<file path="src/rtl/pport_pkg.sv">
// pport_pkg: shared state type, direction constants and default widths for the parallel-port host
package pport_pkg;
  typedef enum logic [2:0] {ST_IDLE, ST_TURN, ST_SETUP, ST_STROBE, ST_WAITFB, ST_DONE} pp_state_t;
  localparam logic PP_DIR_WR = 1'b1;
  localparam logic PP_DIR_RD = 1'b0;
  localparam int PP_DW = 8;
  localparam int PP_CW = 10;
  localparam int PP_TURNAROUND = 4;
  localparam int PP_SETUP = 2;
  localparam int PP_NSYNC = 2;
  localparam int PP_TIMEOUT = 1023;
endpackage

</file>
<file path="src/rtl/pport_sync.sv">
// pport_sync: N-deep, W-wide flop synchronizer with synchronous reset to zero
module pport_sync import pport_pkg::*; #(
  parameter int W = 1,
  parameter int N = PP_NSYNC
) (
  input  logic         i_clk,
  input  logic         i_reset,
  input  logic [W-1:0] i_d,
  output logic [W-1:0] o_q
);
  logic [N*W-1:0]     r_sr;
  logic [(N+1)*W-1:0] w_sh;
  assign w_sh = {r_sr, i_d};
  assign o_q  = r_sr[N*W-1 -: W];
  always_ff @(posedge i_clk)
    r_sr <= i_reset ? '0 : w_sh[N*W-1:0];
endmodule

</file>
<file path="src/rtl/pport_host.sv">
// pport_host: host-side initiator for the 8-bit parallel-port link, paced by the device clkfb echo
module pport_host import pport_pkg::*; #(
  parameter int TURNAROUND = PP_TURNAROUND,
  parameter int SETUP      = PP_SETUP,
  parameter int NSYNC      = PP_NSYNC,
  parameter int TIMEOUT    = PP_TIMEOUT
) (
  input  logic       i_clk,
  input  logic       i_reset,
  input  logic       i_wr_stb,
  input  logic [7:0] i_wr_data,
  input  logic       i_rd_req,
  output logic       o_busy,
  output logic       o_rd_stb,
  output logic [7:0] o_rd_data,
  output logic       o_err,
  output logic       o_pp_dir,
  output logic       o_pp_clk,
  output logic [7:0] o_pp_data,
  input  logic [7:0] i_pp_data,
  input  logic       i_pp_clkfb
);
  pp_state_t        r_state, w_state;
  logic [PP_CW-1:0] r_cnt, w_cnt, w_inc;
  logic             r_is_rd, w_is_rd;
  logic             w_fb_s, w_dir, w_clk, w_rd_stb, w_err;
  logic [7:0]       w_d_s, w_data, w_rd_data;
  logic             w_turn_done, w_setup_done, w_tmo;

  pport_sync #(.W(1), .N(NSYNC)) u_sync_fb (
    .i_clk(i_clk), .i_reset(i_reset), .i_d(i_pp_clkfb), .o_q(w_fb_s)
  );
  pport_sync #(.W(PP_DW), .N(NSYNC)) u_sync_data (
    .i_clk(i_clk), .i_reset(i_reset), .i_d(i_pp_data), .o_q(w_d_s)
  );

  assign o_busy       = r_state != ST_IDLE;
  assign w_inc        = (r_cnt == '1) ? r_cnt : r_cnt + 1'b1;
  assign w_turn_done  = 32'(w_inc) >= TURNAROUND;
  assign w_setup_done = 32'(w_inc) >= SETUP;
  assign w_tmo        = 32'(w_inc) >= TIMEOUT;

  always_comb begin
    w_state   = r_state;
    w_cnt     = r_cnt;
    w_is_rd   = r_is_rd;
    w_dir     = o_pp_dir;
    w_clk     = o_pp_clk;
    w_data    = o_pp_data;
    w_rd_data = o_rd_data;
    w_rd_stb  = 1'b0;
    w_err     = 1'b0;
    case (r_state)
      ST_IDLE: begin
        if (i_wr_stb) begin
          w_data  = i_wr_data;
          w_is_rd = 1'b0;
          w_cnt   = '0;
          w_dir   = PP_DIR_WR;
          w_state = (o_pp_dir == PP_DIR_WR) ? ST_SETUP : ST_TURN;
        end else if (i_rd_req) begin
          w_is_rd = 1'b1;
          w_cnt   = '0;
          w_dir   = PP_DIR_RD;
          w_state = (o_pp_dir == PP_DIR_RD) ? ST_STROBE : ST_TURN;
        end
      end
      ST_TURN: begin
        w_cnt   = w_turn_done ? '0 : w_inc;
        w_state = w_turn_done ? (r_is_rd ? ST_STROBE : ST_SETUP) : ST_TURN;
      end
      ST_SETUP: begin
        w_cnt   = w_setup_done ? '0 : w_inc;
        w_state = w_setup_done ? ST_STROBE : ST_SETUP;
      end
      ST_STROBE: begin
        w_clk   = ~o_pp_clk;
        w_cnt   = '0;
        w_state = ST_WAITFB;
      end
      ST_WAITFB: begin
        if (w_fb_s == o_pp_clk) begin
          w_state = ST_DONE;
        end else if (w_tmo) begin
          w_err   = 1'b1;
          w_clk   = w_fb_s;
          w_state = ST_IDLE;
        end else begin
          w_cnt = w_inc;
        end
      end
      ST_DONE: begin
        w_rd_stb  = r_is_rd;
        w_rd_data = r_is_rd ? w_d_s : o_rd_data;
        w_state   = ST_IDLE;
      end
      default: w_state = ST_IDLE;
    endcase
  end

  always_ff @(posedge i_clk) begin
    if (i_reset) begin
      r_state   <= ST_IDLE;
      r_cnt     <= '0;
      r_is_rd   <= 1'b0;
      o_pp_dir  <= PP_DIR_WR;
      o_pp_clk  <= 1'b0;
      o_pp_data <= '0;
      o_rd_data <= '0;
      o_rd_stb  <= 1'b0;
      o_err     <= 1'b0;
    end else begin
      r_state   <= w_state;
      r_cnt     <= w_cnt;
      r_is_rd   <= w_is_rd;
      o_pp_dir  <= w_dir;
      o_pp_clk  <= w_clk;
      o_pp_data <= w_data;
      o_rd_data <= w_rd_data;
      o_rd_stb  <= w_rd_stb;
      o_err     <= w_err;
    end
  end
endmodule

</file>
<file path="config.mk">
export PLATFORM = sky130hd
export DESIGN_NAME = pport_host
export DESIGN_NICKNAME = d
export VERILOG_FILES = /design/src/rtl/pport_pkg.sv /design/src/rtl/pport_sync.sv /design/src/rtl/pport_host.sv
export SDC_FILE = /design/constraint.sdc
export NUM_CORES = 1
export LEC_CHECK = 0
export ABC_AREA = 0
export CORE_MARGIN = 4
export CORE_UTILIZATION = 50
export CTS_BUF_LIST = sky130_fd_sc_hd__clkbuf_8
export DETAILED_ROUTE_END_ITERATION = 16
export PLACE_DENSITY = 0.83
export SYNTH_ARGS = -nofsm -noshare
export SYNTH_HDL_FRONTEND = slang
export SYNTH_SLANG_ARGS = --single-unit
</file>
<file path="constraint.sdc">
create_clock -name i_clk -period 5.1 [get_ports i_clk]
set_input_delay 1.02 -clock i_clk [delete_from_list [all_inputs] [get_ports i_clk]]
set_output_delay 1.02 -clock i_clk [all_outputs]
set_load 0.03 [all_outputs]
</file>
Word level (Yosys, flattened, before mapping). Index checks and enable logic that the tools add are counted.

Bits in registers: 52. Bits of input ports: 21. Output and inout bits: 21.

Add/subtract/negate cells: 1. Order comparisons: 3. Eq/ne operators: 12. Mux-type cells: 26. Bitwise operators: 3. Reductions and logical operators: 13.

Operators by type and width (number): $mux W10 (7); $pmux W10 S5 (1); $pmux W3 S5 (1); $mux W3 (4); $add A10 B1 Y10 const B (1); $eq A10 B10 Y1 const B (1); $ge A10 B10 Y1 const B (1); $ge A10 B2 Y1 const B (1); $ge A10 B3 Y1 const B (1); $mux W1 (9); $reduce_and A2 Y1 (4); $eq A3 B2 Y1 const B (2); $eq A3 B3 Y1 const B (2); $mux W2 (3); $ne A2 B2 Y1 const B (3); $ne A3 B3 Y1 const B (2); $reduce_bool A5 Y1 (1); $reduce_and A4 Y1 (1); $reduce_bool A2 Y1 (2); $eq A3 B1 Y1 const B (1); $logic_not A3 Y1 (1); $not A1 Y1 (3); $reduce_and A3 Y1 (1); $reduce_bool A3 Y1 (1); 4 further kinds (4).

Depth between registers and ports, before layout. Gate-level depths: netlist (run 1).

Depth after elaboration: 6. Gate-level depth with buffers: 10. Gate-level depth less buffers: 8.

By module. Synthesis (run 1) repeated with hierarchy kept, for this count alone.

Cell total of the unflattened synthesis: 286. Area, all modules: 2518.7 um^2.

By module, submodules not included: pport_host (times used 1, cells an instance 241, area an instance 1941.9 um^2, sequential area each 680.7 um^2); pport_sync at u_sync_data (times used 1, cells an instance 41, area an instance 524.3 um^2, sequential area each 320.3 um^2); pport_sync at u_sync_fb (times used 1, cells an instance 4, area an instance 52.6 um^2, sequential area each 40.0 um^2).

Worst setup path after synthesis (run 1). Ideal clock, no wire load.

Path kind: reg2reg. Start: reg r_cnt[1]. End: reg r_cnt[0]. Setup time: 0.074 ns. Arrival time: 2.218 ns. Data required time: 5.026 ns. Path slack: 2.808 ns. Stages on the path, launching flop included: 10. Path buffers: 1. Clock period less this slack: 2.292 ns. Cells stage by stage: dfxtp_1 ha_1 buf_4 nand3_2 o31ai_4 a21boi_1 nand3_1 o22ai_4 or4b_1 a31oi_1.

Cells in the longest elaborated chain, start to end: 5. Elaborated cells between the ends (all ways): 13. Classes of those cells: add/sub: 1; order compare: 3; eq/ne: 2; mux: 6; reduce/logical: 1.

Ends and longest elaborated chain: start: declaration (RTL line pport_host.sv:24) `logic [PP_CW-1:0] r_cnt, w_cnt, w_inc;`; start signal: assignment (RTL line pport_host.sv:114) `r_cnt <= w_cnt;`; $add A10 B1 Y10 or $eq A10 B10 Y1 (tied branches) (RTL line pport_host.sv:38) `assign w_inc = (r_cnt == '1) ? r_cnt : r_cnt + 1'b1;`; $mux W10 (*) (RTL line pport_host.sv:38); $ge A10 B2 Y1 (tied with other cells) (RTL line pport_host.sv:40) `assign w_setup_done = 32'(w_inc) >= SETUP;`; $mux W10 (tied with other cells) (RTL line pport_host.sv:73) `w_cnt = w_setup_done ? '0 : w_inc;`; $pmux W10 S5 or $reduce_and A4 Y1 (tied branches).

Mark *: on every way between the ends. The rest lies on a longest branch, timed or not. The select of a mux whose other input is x is not followed. A chain may end at the register's enable or synchronous reset.

Worst setup path after layout (run 1).
Start: in i_wr_stb. End: reg r_cnt[4].

Cells in the longest elaborated chain, start to end: 2. Elaborated cells between the ends (all ways): 4. Classes of those cells: eq/ne: 1; mux: 2; reduce/logical: 1.

Ends and longest elaborated chain: start: declaration (RTL line pport_host.sv:10) `input logic i_wr_stb,`; $mux W10 or $ne A3 B3 Y1 (tied branches); $pmux W10 S5 or $reduce_and A4 Y1 (tied branches).

Several ways; a longest one is shown, not always the timed one.

==> summary by stage, run 1 <==
Yosys
The synthesized design spends more area on one cell type than any other, namely sky130_fd_sc_hd__dfxtp_1. Of the total synthesized cell area, the portion taken by full adders, half adders and majority gates is 0.0103. The count of distinct cell types in the synthesized netlist is 53. Each instance of the synthesized netlist takes up on average 8.49 um2.

The post-synthesis mux area share is 0.00411. The dominant combinational cell family by area after synthesis is simple AND/OR/NAND/NOR gates. The total of flip-flops plus latches after synthesis is 52.

The number of nets produced by synthesis is 310. Of the total synthesized cell area, the portion taken by AND, OR, NAND and NOR gates is 0.293. Yosys printed 0 warnings. By area the synthesized netlist is led by sky130_fd_sc_hd__dfxtp_1 43%, sky130_fd_sc_hd__nand2_1 6.9%, sky130_fd_sc_hd__a21oi_1 5.5%. The leading register cell type out of synthesis is sky130_fd_sc_hd__dfxtp_1. The number of instances in the synthesized netlist is 287. In this run, synthesis inferred 0 flip-flops with an integrated enable. The cell area after synthesis is 2440 um2. The async set-or-reset flop fraction in the synthesized netlist is 0. The post-synthesis compound-gate area fraction is 0.204. The part of the Yosys area used for sequential elements is 0.427. Of the post-synthesis cell area, the dominant cell type holds 0.427. Of the total synthesized cell area, the portion taken by XOR and XNOR cells is 0.00719.

Pwr
The static leakage is 0.000986 uW. IR analysis of the VDD net gives a maximum drop of 269 uV. Power spread over the standard cell area amounts to 349 nW/um2.

Critical path
The startpoint identified for the worst register-to-register timing path is r_cnt[0]. In this run the worst setup path begins at i_wr_stb. The critical path arrival is 3.22 ns. The capture point of the worst reg-to-reg path is r_cnt[0]. For flop-to-flop paths, the worst setup slack is 2.14 ns. The capture point of the worst path is r_cnt[4]. The number of cells on the worst reg-to-reg path is 8.

STA classifies the critical path endpoint as a flip-flop. Data on the critical path is required at its endpoint by 5.35 ns. STA classifies the critical path startpoint as an input port.

The setup path with the least slack is of type in2reg. The biggest fanout along the worst timing path is 14.

Finish
The number of standard cells in the layout, taps in and fillers out is 381. The antenna cell count is 0. The area growth from synthesis to layout is 19.6%. The share of cells above drive strength 1 is 0.0732. After routing the design area is 2910 um2. The number of nets in the final layout is 336. The area taken by flip-flops and latches is 1040 um2. The area occupied by multi-input gates is 1260 um2. The layout has 439 filler cells.

Routing
The total number of vias is 2,131. The iteration count of the initial detailed-routing pass is 5. The sum of routed wire length over all layers is 5290 um. Dividing the detail-routed wire length by the instance count gives 13.9 um. In the routed design, unresolved DRC markers number 0. The number of DRC markers in iteration 0 is 208. The remaining number of nets flagged by the antenna check after routing is 0.

The via count normalized by instance count is 5.59.

STA
The maximum clock skew at final layout is 0.00836 ns. The clock period could shrink to 2.98 ns. Summed over all failing endpoints, the final setup total negative slack is 0 ns. Based on the critical path, the design can be clocked at up to 0.336 GHz.

Setup repair after global routing left no endpoint under its margin. The number of endpoints with negative hold slack in the final report came to 0. The worst pin sits at a relative slew slack of 0.354. The max-slew violation count came to 0.

For the pin with the worst max-slew slack, the measured transition is 0.969 ns. The total setup violations reported at the end of the flow is 0. Dividing the final minimum period by the clock period gives 0.584.

Placed design
The placer congestion estimate is 0.912. After detailed placement, the design holds a cell count of 373. The number of port buffers is 41. The placed instances occupy a cell area of 2820 um2. The HPWL after detailed placement is 3830 um.

Clocking
The number of resized instances in the post-cts repair step is 0. In this run, CTS created clock tree buffers numbering 5. Buffers added to address setup during post-CTS repair amount to 0. The clock latency at the later pin of the worst-skew pair is 0.31 ns.

Buffers inserted to repair hold after CTS numbered 0. The number of levels in the clock H-tree is 2. The master cell of the clock root buffer is sky130_fd_sc_hd__clkbuf_8. The clock-pin slew reported for the worst setup and hold paths after clock tree synthesis is 0.10 ns. TritonCTS built the clock tree. Clock tree synthesis found a total of 52 sinks. The worst-case clock buffer depth is 2.

Die
For this design the top-level I/O count stands at 42. The floorplan step defined a die boundary enclosing 6050 um2. The initial standard-cell utilization of the core is 0.516. The height of the die is 77.8 um. Measured along the x axis, the die boundary spans 77.8 um.

In this run the core area contains 25 standard-cell rows. The region available for standard cell placement spans 4720 um2.

Global routing
The total overflow left after global routing is 0. The largest net degree at the start of global routing is 45. The wire length of the first global-routing pass is 9060 um. The via count of the first global-routing pass is 2,012. The initial antenna violation count came to 0. Across every metal layer, demand over resource in global routing totals 0.184.

Job
Max-cap violations in this run came to 0.

Status
The run finished with clean final reports.

Hold path
The tightest min-delay check is of the reg2reg type. The instance count along the most critical hold path is 2.
-- through the flow --
step	setup WS [ns]	utilization	hold WS, ns	power [uW]
finish	2.12	0.617	0.442	1020
global route	1.89	0.617	0.460	1070
detailed placement	1.84	0.597	0.426	779
floorplan	2.81	-	0.414	696
global placement	2.00	0.597	0.415	770
CTS	2.16	0.617	0.444	1020
-- critical path, stage by stage --
cell and delay [ns]:
sky130_fd_sc_hd__clkdlybuf4s50_1 0.51, sky130_fd_sc_hd__nor2_1 0.07, sky130_fd_sc_hd__a21oi_1 0.30, sky130_fd_sc_hd__o21bai_1 0.18
sky130_fd_sc_hd__o2bb2ai_1 0.79, sky130_fd_sc_hd__a41oi_1 0.21, sky130_fd_sc_hd__nor2_1 0.14
-- routing by layer --
layer	track usage	share of wire
met5	0	0
met4	0.0498	0.013
met1	0.221	0.42
met2	0.329	0.52
met3	0.0394	0.051
-- cell families (layout without fill, tap and decap cells) --
| group | Yosys count | count (layout) |
|---|---|---|
| mux | 1 | 1 |
| fa+ha+maj | 2 | 2 |
| buf+inv | 26 | 53 |
| compound gates | 70 | 70 |
| simple gates | 134 | 134 |
| xor+xnor | 2 | 2 |
| flops | 52 | 52 |
-- synth_stat cells (5+ instances only) --
library cell and number:
sky130_fd_sc_hd__buf_4 5, sky130_fd_sc_hd__a31oi_1 15, sky130_fd_sc_hd__nand3_1 10, sky130_fd_sc_hd__and3_1 7, sky130_fd_sc_hd__clkbuf_1 11, sky130_fd_sc_hd__dfxtp_1 52
sky130_fd_sc_hd__nand2_1 45, sky130_fd_sc_hd__a21oi_1 27, sky130_fd_sc_hd__buf_2 6, sky130_fd_sc_hd__nor2b_1 21, sky130_fd_sc_hd__nor3_1 9, sky130_fd_sc_hd__nor2_1 20
-- power by group --
| part | switching [uW] | internal [uW] |
|---|---|---|
| sequential | 37.8 | 437 |
| combinational | 175 | 123 |
| clock | 144 | 101 |
| total | 357 | 661 |
-- final cells by class --
class | count | share of cell area
multi-input cells | 209 | 0.434
flip-flops and latches | 52 | 0.357
repair buffers | 42 | 0.143
well taps | 67 | 0.0288
clock buffers | 5 | 0.0236
clock inverters | 3 | 0.00945
inverters | 3 | 0.00386
-- flip-flops by register name, summed over array words and instances, names as in the netlist --
| register | count |
|---|---|
| u_sync_fb.r_sr | 2 |
| o_pp_clk | 1 |
| o_pp_data | 8 |
| o_pp_dir | 1 |
| u_sync_data.r_sr | 16 |
| o_rd_stb | 1 |
| r_cnt | 10 |
| r_state | 3 |
| o_err | 1 |
| o_rd_data | 8 |
| r_is_rd | 1 |
-- worst min path at each step --
stage | start | endpoint | slack [ns]
final | u_sync_data.r_sr[9] | o_rd_data[1] | 0.44
after global routing | u_sync_fb.r_sr[0] | u_sync_fb.r_sr[1] | 0.46
after CTS | u_sync_data.r_sr[9] | o_rd_data[1] | 0.44
after detailed placement | u_sync_fb.r_sr[0] | u_sync_fb.r_sr[1] | 0.43
after global placement | u_sync_data.r_sr[4] | u_sync_data.r_sr[12] | 0.42
after floorplan | u_sync_data.r_sr[2] | u_sync_data.r_sr[10] | 0.41
-- cells in the final DEF (no fill, tap or decap), types with 3 or more instances in the layout --
| cell | instances |
|---|---|
| sky130_fd_sc_hd__a31oi_1 | 15 |
| sky130_fd_sc_hd__nand3_1 | 10 |
| sky130_fd_sc_hd__a21oi_1 | 27 |
| sky130_fd_sc_hd__nor3b_1 | 3 |
| sky130_fd_sc_hd__and3_1 | 7 |
| sky130_fd_sc_hd__nor2_1 | 20 |
| sky130_fd_sc_hd__clkbuf_8 | 5 |
| sky130_fd_sc_hd__nand2_1 | 45 |
| sky130_fd_sc_hd__dfxtp_1 | 52 |
| sky130_fd_sc_hd__and2_1 | 4 |
| sky130_fd_sc_hd__nor2b_1 | 21 |
| sky130_fd_sc_hd__o21ai_0 | 3 |
| sky130_fd_sc_hd__clkdlybuf4s50_1 | 41 |
| sky130_fd_sc_hd__inv_1 | 3 |
| sky130_fd_sc_hd__nor3_1 | 9 |
No activity file was read; power rests on OpenSTA's default activity.
==> run 2: changes to the inputs <==
Clock period 5.1 ns to 3 ns, I/O delays scaled along.
==> run 2 against run 1 <==
Global-route usage up 0.18 points. Hold slack better by 0.0019 ns. Critical path type is now reg2reg. Clock-buffer cell count unchanged. Flip-flop and latch count unchanged. Largest power group unchanged.
==> summary by stage, run 2 (same netlist as run 1, synthesis figures left out) <==
Hold path
The instance count along the most critical hold path was 2 (unchanged). The worst hold path endpoint is o_rd_data[0] (was o_rd_data[1]). The hold path startpoint is u_sync_data.r_sr[8] (was u_sync_data.r_sr[9]). The path category of the worst min-delay check was reg2reg (unchanged).

Critical path
The launching element type of the critical path is a flip-flop (was input port). The critical path arrival is 2.95 ns (was 3.22 ns). The critical path class was reg2reg (was in2reg).

The element type at the critical path end is a flip-flop (unchanged). The number of cells on the worst reg-to-reg path is 8 (unchanged). The setup slack of the worst register-to-register path is 0.29 ns (was 2.14 ns).

The capture point of the worst reg-to-reg path is r_cnt[8] (was r_cnt[0]). The biggest fanout along the worst timing path is 12 (was 14). The worst reg2reg path startpoint is r_cnt[0] (unchanged). The data required time of the worst path came to 3.25 ns (was 5.35 ns).

Pwr
The static leakage came to 0.000988 uW (was 0.000986 uW). The power per unit of standard cell area is 596 nW/um2 (was 349 nW/um2). The peak ir drop on the vdd network is 327 uV (was 269 uV).

Placed design
The post-placement cell area is 2830 um2 (was 2820 um2). The placer congestion estimate came to 0.894 (was 0.912). The number of port buffers is 41 (unchanged). The HPWL after detailed placement is 3770 um (was 3830 um).

Routing
The iteration count of the initial detailed-routing pass came to 6 (was 5). The sum of routed wire length over all layers is 5420 um (was 5290 um). The wire length per cell is 14.2 um (was 13.9 um).

The remaining routing DRC violations is 0 (unchanged). The total number of vias is 2,170 (was 2,131). The via count normalized by instance count is 5.68 (was 5.59).

The number of DRC markers in iteration 0 came to 193 (was 208). The remaining number of nets flagged by the antenna check after routing was 0 (unchanged).

STA
The number of endpoints with negative hold slack in the final report is 0 (unchanged). The maximum achievable frequency is 0.370 GHz. The max-slew violation count was 0 (unchanged). The total setup violations reported at the end of the flow is 0 (unchanged). The worst slack on hold paths is 0.444 ns (was 0.442 ns). Unrepaired setup endpoints after global routing: false (unchanged). The headroom to the max-slew limit is 0.607 (was 0.354). Of the available clock period, the critical path in the final layout requires 0.902.

The transition time at the pin with the least slew margin is 0.586 ns (was 0.969 ns). The clock period minus worst slack is 2.71 ns. The total negative slack is 0 ns (unchanged).

The maximum clock skew at final layout is 0.0100 ns (was 0.00836 ns).

Finish
The antenna cell count was 0 (unchanged). The register with the most flip-flops is u_sync_data.r_sr (unchanged). Commonest cells after routing, fill and taps aside: 52 x sky130_fd_sc_hd__dfxtp_1, 45 x sky130_fd_sc_hd__nand2_1, 41 x sky130_fd_sc_hd__clkdlybuf4s50_1, 27 x sky130_fd_sc_hd__a21oi_1, 21 x sky130_fd_sc_hd__nor2b_1 (unchanged). Largest registers: u_sync_data.r_sr x16, r_cnt x10 (unchanged). The filler cell count was 397 (was 439). The post-synthesis to final-layout area growth is 20.2% (was 19.6%).

The final core utilization is 0.620 (was 0.617). The most common library cell in the layout ignoring fill and taps was sky130_fd_sc_hd__dfxtp_1 (unchanged). The flip-flop count of the largest register after layout is 16 (unchanged). The final instance area is 2930 um2 (was 2910 um2). The share of cells above drive strength 1 was 0.0825 (was 0.0732).

The number of nets in the final layout was 337 (was 336).

Global routing
The via count of the first global-routing pass is 2,000 (was 2,012). The overall overflow remaining after global route is 0 (unchanged). The layer with the highest usage after global routing is met2 (unchanged). The met2 usage in global routing is 0.328 (was 0.329). The global router's overall resource usage is 0.186 (was 0.184). The met3 layer usage reported by global route is 0.0383 (was 0.0394). The wire length of the first global-routing pass is 9140 um (was 9060 um).

The fraction of met1 tracks used by global routing is 0.223 (was 0.221). The initial antenna violation count came to 0 (unchanged). The largest net degree at the start of global routing is 45 (unchanged).

Clocking
The number of sinks driven by the clock tree is 52 (unchanged). The number of levels in the clock H-tree is 2 (unchanged). The clock latency at the later pin of the worst-skew pair was 0.31 ns (about the same).

The hold buffer count at CTS came to 0 (unchanged). The number of resized instances in the post-cts repair step was 0 (unchanged). The master cell of the clock root buffer is sky130_fd_sc_hd__clkbuf_8 (unchanged).

The TritonCTS buffer count is 5 (unchanged). The clock-pin slew reported for the worst setup and hold paths after clock tree synthesis is 0.10 ns (about the same). The worst-case clock buffer depth is 2 (unchanged). The CTS tree is built (unchanged).

The number of post-CTS setup repair buffers is 0 (unchanged).

Die
The initial standard-cell utilization of the core is 0.516 (unchanged). The standard cell core area was 4720 um2 (unchanged). The floorplan row count is 25 (unchanged). The die outline area was 6050 um2 (unchanged). The count of boundary I/O pins is 42 (unchanged).

The width of the die is 77.8 um (unchanged). The height of the die is 77.8 um (unchanged).

Status
Result of the run: complete, no violations (unchanged).

Job
The max capacitance violation total is 0 (unchanged).
[run 2: changes by cell type in the layout (fill, tap and decap cells not counted)]
cell                        previous run  this run
sky130_fd_sc_hd__ha_2                  0         1
sky130_fd_sc_hd__o2bb2ai_1             2         1
sky130_fd_sc_hd__o2bb2ai_2             0         1
sky130_fd_sc_hd__inv_8                 1         0
sky130_fd_sc_hd__inv_6                 0         2
sky130_fd_sc_hd__clkinv_4              1         0
sky130_fd_sc_hd__buf_4                 1         2
sky130_fd_sc_hd__ha_1                  2         1
[run 2: worst max path at each step]
stage              from        to  slack [ns]  depth (start not counted)
2_1_floorplan  r_cnt[1]  r_cnt[0]        0.71                          9
3_3_place_gp   r_cnt[0]  r_cnt[4]        0.20                          8
3_5_place_dp   i_wr_stb  r_cnt[8]        0.12                          7
4_1_cts        r_cnt[0]  r_cnt[8]         0.1                          8
5_1_grt        r_cnt[0]  r_cnt[8]        0.04                          8
6_report       r_cnt[0]  r_cnt[8]        0.29                          8
[run 2: metrics by stage]
step / worst slack [ns] / power, uW / std cells
CTS: 0.0976 / 1750 / 382
floorplan: 0.708 / 1180 / 287
detailed placement: 0.116 / 1340 / 374
finish: 0.295 / 1740 / 382
global placement: 0.197 / 1320 / 374
global route: 0.0370 / 1840 / 382
[run 2: critical path, stage by stage, from the launching register on]
cell and delay (ns):
sky130_fd_sc_hd__dfxtp_1 0.53, sky130_fd_sc_hd__ha_2 0.39, sky130_fd_sc_hd__nand3_2 0.15, sky130_fd_sc_hd__nor3_1 0.37
sky130_fd_sc_hd__o2bb2ai_1 0.19, sky130_fd_sc_hd__nand4_2 0.25, sky130_fd_sc_hd__a211oi_2 0.55, sky130_fd_sc_hd__a31oi_1 0.08
sky130_fd_sc_hd__nor2_1 0.14
[run 2: final cells by class]
cell class / count / area, um2 / area share
Timing Repair Buffer: 43 / 425 / 0.145
Multi-Input combinational cell: 209 / 1270 / 0.435
Clock inverter: 3 / 25.0 / 0.00855
Inverter: 3 / 11.3 / 0.00385
Tap cell: 67 / 83.8 / 0.0286
Sequential cell: 52 / 1040 / 0.356
Clock buffer: 5 / 68.8 / 0.0235
[run 2: metal layers]
metal / part of all wire / vias up
met3: 0.055 / 8
met2: 0.51 / 76
met5: 0 / -
met4: 0.011 / 0
met1: 0.42 / 1018
li1: - / 1068
[run 2: power by group]
part           switching (uW)  leakage [uW]  total [uW]  internal (uW)
sequential               66.7      0.000425         810            743
clock                     242     0.0000452         413            170
combinational             301      0.000518         522            222
total                     610      0.000988        1740           1130
==> run 3: changes to the inputs <==
Settings changed: CORE_UTILIZATION 50 to 56, PLACE_DENSITY 0.83 to 0.91.
Clock period 3 ns to 3.2 ns, I/O delays scaled along.
==> run 3 against run 2 <==
Design area is 0.81% lower. Clock power is 3% lower. Global-route usage is 1.9 points higher. Fmax is 4.2% lower. Combinational power is 6.9% lower. Utilization is 8.6 points higher. Register-to-register slack better by 0.08 ns. Critical path depth stayed put. Clock-buffer cell count stayed put. Via count is 1.1% lower. Total power is 5.7% lower. Critical path type unchanged. Largest cell class unchanged. Highest routed layer unchanged.
==> summary by stage, run 3 (same netlist as run 1, synthesis figures left out) <==
Status
Result of the run: complete, no violations (unchanged).

STA
The transition time at the pin with the least slew margin was 0.960 ns (was 0.586 ns). The total negative slack is 0 ns (unchanged). The final worst-path cycle share is 0.882 (was 0.902). The maximum achievable frequency was 0.354 GHz (was 0.370 GHz). The total setup violations reported at the end of the flow is 0 (unchanged). The max-slew violation count came to 0 (unchanged).

The number of endpoints with negative hold slack in the final report is 0 (unchanged). The headroom to the max-slew limit is 0.360 (was 0.607). The clock period minus worst slack is 2.82 ns (was 2.71 ns). The worst slack on hold paths is 0.439 ns (was 0.444 ns).

The maximum clock skew at final layout came to 0.00966 ns (was 0.0100 ns). The worst setup slack after layout came to 0.376 ns (was 0.295 ns). Unrepaired setup endpoints after global routing: false (unchanged).

Clocking
The master cell of the clock root buffer is sky130_fd_sc_hd__clkbuf_8 (unchanged). The clock-pin slew reported for the worst setup and hold paths after clock tree synthesis is 0.10 ns (about the same). The clock latency at the later pin of the worst-skew pair came to 0.31 ns (about the same). The TritonCTS buffer count was 5 (unchanged). The number of post-CTS setup repair buffers was 0 (unchanged).

The hold buffer count at CTS is 0 (unchanged). The CTS tree is built (unchanged). The worst-case clock buffer depth is 2 (unchanged). The number of levels in the clock H-tree is 2 (unchanged). The number of sinks driven by the clock tree is 52 (unchanged).

Critical path
The critical path arrival is 3.03 ns (was 2.95 ns). The element type at the critical path end is a flip-flop (unchanged). The critical path class is reg2reg (unchanged). The delay of the slowest critical-path stage was 0.50 ns (was 0.55 ns).

By instance count, the cell type seen most on the critical path is sky130_fd_sc_hd__o2bb2ai_1. The number of cells on the worst reg-to-reg path is 8 (unchanged). The setup slack of the worst register-to-register path is 0.38 ns (was 0.29 ns). The library cell contributing the largest single delay on the critical path is sky130_fd_sc_hd__dfxtp_1 (was sky130_fd_sc_hd__a211oi_2). The data required time of the worst path came to 3.41 ns (was 3.25 ns). Ordered cell list for the critical path: ha_2 > nand3_2 > nor3_1 > o2bb2ai_1 > nand4_2 > o2bb2ai_1 > a41oi_1 > nor2_1 (was ha_2 > nand3_2 > nor3_1 > o2bb2ai_1 > nand4_2 > a211oi_2 > a31oi_1 > nor2_1). The capture point of the worst reg-to-reg path is r_cnt[4] (was r_cnt[8]). The launching element type of the critical path is a flip-flop (unchanged). The worst reg2reg path startpoint is r_cnt[0] (unchanged). The biggest fanout along the worst timing path was 14 (was 12).

Die
The count of boundary I/O pins is 42 (unchanged). The initial standard-cell utilization of the core came to 0.592 (was 0.516). The die outline area was 5470 um2 (was 6050 um2). The width of the die is 74.0 um (was 77.8 um). The standard cell core area is 4120 um2 (was 4720 um2). The height of the die is 74.0 um (was 77.8 um). The floorplan row count is 23 (was 25).

Placed design
The placer congestion estimate was 0.895 (was 0.894). The placement-stage worst setup slack is 0.337 ns (was 0.116 ns). The HPWL after detailed placement was 3830 um (was 3770 um).

The number of port buffers is 41 (unchanged).

Finish
The filler cell count came to 315 (was 397). The post-synthesis to final-layout area growth came to 19.2% (was 20.2%). Largest registers: u_sync_data.r_sr x16, r_cnt x10 (unchanged). The number of nets in the final layout is 337 (unchanged). The antenna cell count is 0 (unchanged). The area taken by flip-flops and latches is 1040 um2 (unchanged). Commonest cells after routing, fill and taps aside: 52 x sky130_fd_sc_hd__dfxtp_1, 45 x sky130_fd_sc_hd__nand2_1, 41 x sky130_fd_sc_hd__clkdlybuf4s50_1, 27 x sky130_fd_sc_hd__a21oi_1, 21 x sky130_fd_sc_hd__nor2b_1 (unchanged).

The most common library cell in the layout ignoring fill and taps is sky130_fd_sc_hd__dfxtp_1 (unchanged). The area occupied by multi-input gates is 1270 um2 (about the same). The register with the most flip-flops was u_sync_data.r_sr (unchanged). The share of cells above drive strength 1 is 0.0794 (was 0.0825).

The flip-flop count of the largest register after layout is 16 (unchanged).

Pwr
The peak ir drop on the vdd network came to 372 uV (was 327 uV). The power per unit of standard cell area came to 566 nW/um2 (was 596 nW/um2). The static leakage is 0.000993 uW (was 0.000988 uW).

Routing
The wire length per cell is 14.8 um (was 14.2 um). The iteration count of the initial detailed-routing pass is 4 (was 6). The number of DRC markers in iteration 0 is 234 (was 193). The via count normalized by instance count is 5.88 (was 5.68). The remaining number of nets flagged by the antenna check after routing was 0 (unchanged).

The total number of vias is 2,147 (was 2,170). The remaining routing DRC violations is 0 (unchanged). The sum of routed wire length over all layers is 5390 um (was 5420 um).

Global routing
The global router's overall resource usage came to 0.205 (was 0.186). The via count of the first global-routing pass came to 1,910 (was 2,000). The wire length of the first global-routing pass is 8760 um (was 9140 um). The initial antenna violation count is 0 (unchanged). The largest net degree at the start of global routing was 45 (unchanged). The overall overflow remaining after global route came to 0 (unchanged).

Job
The max capacitance violation total is 0 (unchanged).

Hold path
The worst hold path endpoint is o_rd_data[1] (was o_rd_data[0]). The instance count along the most critical hold path is 2 (unchanged). The path category of the worst min-delay check is reg2reg (unchanged).

The hold path startpoint is u_sync_data.r_sr[9] (was u_sync_data.r_sr[8]).
[run 3: cell types whose count changed in the layout (fill, tap and decap cells not counted)]
cell	previous run	this run
sky130_fd_sc_hd__inv_8	0	1
sky130_fd_sc_hd__clkinvlp_4	1	0
sky130_fd_sc_hd__o2bb2ai_2	1	0
sky130_fd_sc_hd__o2bb2ai_1	1	2
[run 3: critical path: cells and delay by family, from the launching register on]
family	cells	cell delay (ns)
AO/OA/AOI/OAI	3	0.97
AND/OR/NAND/NOR	4	0.85
flip-flops	1	0.50
adder cells (fa/ha/maj)	1	0.39
[run 3: final cells by class]
type / instances / area share
clock buffer: 5 / 0.0237
sequential: 52 / 0.358
clock inverter: 3 / 0.00991
inverter: 3 / 0.00388
timing repair buffer: 43 / 0.146
tap: 50 / 0.0215
multi-input combinational: 209 / 0.436
[run 3: how the worst max path moves through the flow]
stage	startpoint	to	slack, ns	cells after the start
2_1_floorplan	r_cnt[1]	r_cnt[0]	0.91	9
4_1_cts	r_cnt[0]	r_cnt[4]	0.31	8
6_report	r_cnt[0]	r_cnt[4]	0.38	8
3_3_place_gp	r_cnt[0]	r_cnt[4]	0.38	8
5_1_grt	r_cnt[0]	r_cnt[4]	0.11	8
3_5_place_dp	r_cnt[0]	r_cnt[4]	0.34	8
[run 3: routing by layer]
metal | track usage | part of all wire | up-vias
met2 | 0.332 | 0.50 | 80
li1 | - | - | 1067
met4 | 0.0704 | 0.012 | 0
met3 | 0.0405 | 0.065 | 6
met5 | 0 | 0 | -
met1 | 0.274 | 0.43 | 994
[run 3: where the power goes]
part           internal, uW  switching, uW
Combinational           207            280
Sequential              696           60.5
Clock                   165            236
[run 3: stage by stage]
| step | power [uW] | utilization | cell area (um2) | std cells |
|---|---|---|---|---|
| 3_3_place_gp | 1240 | 0.681 | 2800 | 357 |
| 6_report | 1640 | 0.706 | 2900 | 365 |
| 2_1_floorplan | 1110 | - | 2440 | 287 |
| 4_1_cts | 1650 | 0.705 | 2900 | 365 |
| 3_5_place_dp | 1250 | 0.681 | 2800 | 357 |
| 5_1_grt | 1740 | 0.706 | 2900 | 365 |
[run 3: what timing repair did]
action,4_1_cts,5_1_grt
endpoints found under the hold margin,0,0
resized for setup,0,1
setup endpoints to repair,0,1
